### src/rtl/dev_bridge_ctrl.sv
// Device-space access sequencer: decodes MEM-stage loads/stores to one of two
// peripheral windows, runs a req/ack handshake with timeout, and stalls until done.
module dev_bridge_ctrl #(
  parameter logic [31:0] DEV0_BASE = 32'h0000_7F00,
  parameter logic [31:0] DEV1_BASE = 32'h0000_7F10,
  parameter int unsigned TIMEOUT   = 15
) (
  input  logic        clk,
  input  logic        reset,
  input  logic        req_valid,
  input  logic        req_we,
  input  logic [31:0] req_addr,
  input  logic [31:0] req_wdata,
  output logic        stall,
  output logic [31:0] dout,
  output logic        dout_valid,
  output logic        err,
  output logic [1:0]  dev_req,
  output logic        dev_we,
  output logic [31:0] dev_addr,
  output logic [31:0] dev_wdata,
  input  logic [1:0]  dev_ack,
  input  logic [31:0] dev_rdata0,
  input  logic [31:0] dev_rdata1
);

  localparam logic [8:0] TimeoutLim = 9'(TIMEOUT);

  typedef enum logic [1:0] {StIdle, StIssue, StDone} state_e;

  state_e      state_q, state_d;
  logic        tgt_q, tgt_d;
  logic [7:0]  cnt_q, cnt_d;
  logic [31:0] dout_q, dout_d;
  logic        dout_valid_q, dout_valid_d;
  logic        err_q, err_d;
  logic        we_q, we_d;
  logic [31:0] addr_q, addr_d;
  logic [31:0] wdata_q, wdata_d;

  logic hit0, hit1, ack_tgt, timed_out;

  assign hit0      = (req_addr[31:4] == DEV0_BASE[31:4]);
  assign hit1      = (req_addr[31:4] == DEV1_BASE[31:4]);
  assign ack_tgt   = tgt_q ? dev_ack[1] : dev_ack[0];
  // The cycle being counted is the (cnt_q+1)-th ISSUE cycle.
  assign timed_out = ({1'b0, cnt_q} + 9'd1) >= TimeoutLim;

  always_comb begin
    state_d      = state_q;
    tgt_d        = tgt_q;
    cnt_d        = cnt_q;
    dout_d       = dout_q;
    dout_valid_d = 1'b0;
    err_d        = 1'b0;
    we_d         = we_q;
    addr_d       = addr_q;
    wdata_d      = wdata_q;
    unique case (state_q)
      StIdle: begin
        if (req_valid) begin
          if (hit0 || hit1) begin
            we_d    = req_we;
            addr_d  = req_addr;
            wdata_d = req_wdata;
            tgt_d   = !hit0;
            cnt_d   = 8'd0;
            state_d = StIssue;
          end else begin
            state_d = StDone;
            err_d   = 1'b1;
            if (!req_we) begin
              dout_d       = 32'd0;
              dout_valid_d = 1'b1;
            end
          end
        end
      end
      StIssue: begin
        cnt_d = (cnt_q == 8'hFF) ? cnt_q : cnt_q + 8'd1;
        if (ack_tgt) begin
          state_d = StDone;
          if (!we_q) begin
            dout_d       = tgt_q ? dev_rdata1 : dev_rdata0;
            dout_valid_d = 1'b1;
          end
        end else if (timed_out) begin
          state_d = StDone;
          err_d   = 1'b1;
          if (!we_q) begin
            dout_d       = 32'd0;
            dout_valid_d = 1'b1;
          end
        end
      end
      StDone:  state_d = StIdle;
      default: state_d = StIdle;
    endcase
  end

  always_ff @(posedge clk) begin
    if (!reset) begin
      state_q      <= StIdle;
      tgt_q        <= 1'b0;
      cnt_q        <= 8'd0;
      dout_q       <= 32'd0;
      dout_valid_q <= 1'b0;
      err_q        <= 1'b0;
      we_q         <= 1'b0;
      addr_q       <= 32'd0;
      wdata_q      <= 32'd0;
    end else begin
      state_q      <= state_d;
      tgt_q        <= tgt_d;
      cnt_q        <= cnt_d;
      dout_q       <= dout_d;
      dout_valid_q <= dout_valid_d;
      err_q        <= err_d;
      we_q         <= we_d;
      addr_q       <= addr_d;
      wdata_q      <= wdata_d;
    end
  end

  assign stall      = ((state_q == StIdle) && req_valid) || (state_q == StIssue);
  assign dev_req    = (state_q == StIssue) ? (tgt_q ? 2'b10 : 2'b01) : 2'b00;
  assign dout       = dout_q;
  assign dout_valid = dout_valid_q;
  assign err        = err_q;
  assign dev_we     = we_q;
  assign dev_addr   = addr_q;
  assign dev_wdata  = wdata_q;

endmodule

### config.mk
export PLATFORM = sky130hd
export DESIGN_NAME = dev_bridge_ctrl
export DESIGN_NICKNAME = d
export VERILOG_FILES = /design/src/rtl/dev_bridge_ctrl.sv
export SDC_FILE = /design/constraint.sdc
export NUM_CORES = 1
export LEC_CHECK = 0
export CAP_MARGIN = 20
export CORE_MARGIN = 4
export CORE_UTILIZATION = 30
export CTS_CLUSTER_DIAMETER = 100
export DETAILED_ROUTE_END_ITERATION = 8
export PLACE_DENSITY = 0.59
export SYNTH_ARGS = -nofsm -noshare
export SYNTH_HDL_FRONTEND = slang
export SYNTH_SLANG_ARGS = --single-unit
### constraint.sdc
create_clock -name clk -period 2.65 [get_ports clk]
set_input_delay 0.53 -clock clk [delete_from_list [all_inputs] [get_ports clk]]
set_output_delay 0.53 -clock clk [all_outputs]
set_load 0.1 [all_outputs]
==> run summary <==
Clk slew on worst S/H paths - 0.07 ns
Row Count - 45
Synth Area in Adders - 0.539%
YS warnings - 0
PortBufs - 235
Pre-antenna DRT Iters - 4
Initial antenna violation count - 0
Register area share after synthesis - 47.5%
Design Area, Final - 0.00725 sq mm
Max VDD drop - 230 uV
Fill cells - 1460
Power per cell area - 469 mW/mm^2
R2R cell count - 8
Period Utilization, post-route - 93.4%
CP Launch Type - input pin
Max-cap check violation count - 0
Final Skew - 0.00544 ns
Post-synth cell types - 48
Total grt overflow - 0
Worst slew margin - 69.8%
Clk Latency, worst-skew pair - 0.35 ns
RSZ-0062 raised after global routing - no
Worst reg2reg setup slack - 0.49 ns
Area grow syn2layout - 56.3%
Setup violations, final - 0
Via count - 4760
Total GRT Usage - 17.1%
Place WS - -0.343 ns
Clock Path Buffers - 2
Main combinational cell family by area after synthesis - simple AND/OR/NAND/NOR gates
Syn avg cell area - 8.18 sq um
Status - completed
Die height - 132 um
Gp weighted congestion - 0.790
LEAKAGE - 0.00284 uW
Simple-Gate Fraction of Synth Area - 25.8%
Arrival time worst endpoint - 2.75 ns
Post-Synthesis Cells - 567
Nets - 924
CTS root buffer - clkbuf_16
#FFs+latches synth - 110
Most common cell after layout, fill and taps aside - clkdlybuf4s50_1
Final hold vios - 0
Cell area after placement - 0.00693 sq mm
Most frequent cells in the layout - clkdlybuf4s50_1 (132), nand2_1 (119), buf_4 (117), dfxtp_1 (109), nor2_1 (59)
Post-CTS setup buffers - 0
Worst path required time - 2.92 ns
Die ar. - 0.0175 sq mm
Post-synthesis xor/xnor area fraction - 0.566%
First-pass GRT wire length - 24.4 mm
Mux cell area share after synthesis - 7.82%
Hpwl dp - 11.8 mm
Min-Delay Path Class - register to register
Asr flop ratio synth - 0%
Post-layout worst setup margin - 0.176 ns
Cts bufs inserted - 9
Synth Area in Compound Gates - 12.3%
Actual slew at the worst max-slew pin - 0.449 ns
WL final - 15.4 mm
Max Clock Freq - 404 MHz
Final Critical Period - 2.47 ns
Die Wd - 132 um
CTS tree - built
Share of cells above drive strength 1 - 19.4%
I/O pins - 236
Cell Area, Synth - 0.00464 sq mm
Hold_ws - 0.457 ns
Core region area - 0.0152 sq mm
Routed len/inst - 15.7 um
Mapped Nets - 703
Endpoint type of the worst setup path - register
Residual DRC - 0
Critical Path Fanout Max - 33
Most used DFF post-synth - dfxtp_1
Largest net degree at the start of global routing - 51
Hold Crit Depth - 2
Vias in the first global route - 4640
Initial Util - 30.5%
H-tree depth - 3
Via density per instance - 4.85
ANT nets after route - 0
Sink Count - 110
Post-synth EDFFs - 0
Final slew viol count - 0
Drt initial violations - 208
Inserted Diodes - 0
Setup Crit Path Kind - input pin to register
Total power - 3410 uW
## cells by family (layout without fill, tap and decap cells)
kind of cell | after synthesis | count (layout)
XOR/XNOR | 3 | 3
AND/OR/NAND/NOR | 264 | 264
AO/OA/AOI/OAI | 102 | 102
buffers and inverters | 50 | 276
adder cells (fa/ha/maj) | 2 | 2
flip-flops | 110 | 110
multiplexers | 36 | 36
## worst paths after layout
path                               end                 startpoint
min reg2reg  dev_wdata[9]$_SDFFE_PN0P_  dev_wdata[9]$_SDFFE_PN0P_
max           dev_addr[2]$_SDFFE_PN0P_               req_addr[16]
max reg2reg      dout[10]$_SDFFE_PN0P_      cnt_q[0]$_SDFFE_PN0P_
min          dev_wdata[9]$_SDFFE_PN0P_  dev_wdata[9]$_SDFFE_PN0P_
## stage by stage
stage,instances,setup TNS (ns),utilization [%]
global placement,965,-22.07,45.6
finish,981,0,47.7
floorplan,567,0,-
global route,981,0,47.7
detailed placement,965,-22.74,45.6
CTS,981,0,47.7
## cells in the mapped netlist (2+ instances only)
library cell | number | area [sq um]
clkbuf_8 | 2 | 27.5
mux2_2 | 2 | 22.5
clkbuf_1 | 23 | 86.3
or4_4 | 2 | 22.5
o22ai_1 | 2 | 12.5
xor2_1 | 2 | 17.5
a21oi_1 | 45 | 225
nor3_1 | 5 | 25.0
o21ai_1 | 31 | 155
buf_1 | 3 | 11.3
and3_1 | 23 | 144
buf_2 | 8 | 40.0
clkbuf_2 | 2 | 10.0
nor2_1 | 60 | 225
nor4_1 | 3 | 18.8
ha_1 | 2 | 25.0
nand2b_1 | 2 | 12.5
nand3_1 | 35 | 175
nand4_1 | 2 | 12.5
o21ai_2 | 2 | 17.5
and2b_2 | 2 | 17.5
or3_1 | 2 | 12.5
mux2i_1 | 34 | 340
inv_1 | 5 | 18.8
nand3_2 | 3 | 30.0
o32ai_1 | 2 | 17.5
o21ai_0 | 8 | 40.0
o21a_1 | 2 | 15.0
buf_6 | 4 | 45.0
a31oi_1 | 4 | 25.0
nand2_1 | 119 | 447
dfxtp_1 | 110 | 2200
## flip-flops by register name, summed over array words and instances (netlist names)
signal	flops
dev_addr	32
dev_wdata	32
dout	32
cnt_q	8
state_q	2
dev_we	1
dout_valid	1
err	1
tgt_q	1
## worst max-delay path, stage by stage
cell and delay, ns:
clkdlybuf4s50_1 0.39, or4_4 0.54, nor4_2 0.39, buf_4 0.19, and3_1 0.23, buf_12 0.21, nand2_1 0.08, a21oi_1 0.16
## power breakdown
| group | internal [uW] | switching [uW] | total [uW] |
|---|---|---|---|
| Sequential | 1650 | 2.54 | 1660 |
| Clock | 828 | 612 | 1440 |
| Combinational | 202 | 107 | 310 |
## timing repair
| item | in CTS | in global routing |
|---|---|---|
| hold buffers | 0 | 0 |
| endpoints found under the setup margin | 1 | 0 |
| resized for setup | 1 | 0 |
## routing by layer
layer / wire (um) / global-route usage (%)
met5: 0 / 0
met2: 7270 / 28.8
met3: 1350 / 5.88
met4: 270 / 5.83
met1: 6550 / 20.5
## final cells by class
type | instances | area [sq um] | share of cell area (%)
clock buffers | 10 | 229 | 3.16
inverters | 6 | 22.5 | 0.310
clock inverters | 6 | 86.3 | 1.19
repair buffers | 254 | 2280 | 31.5
flip-flops and latches | 110 | 2200 | 30.4
multi-input cells | 407 | 2190 | 30.2
well taps | 188 | 235 | 3.24
Power figures use the tool's default switching activity.
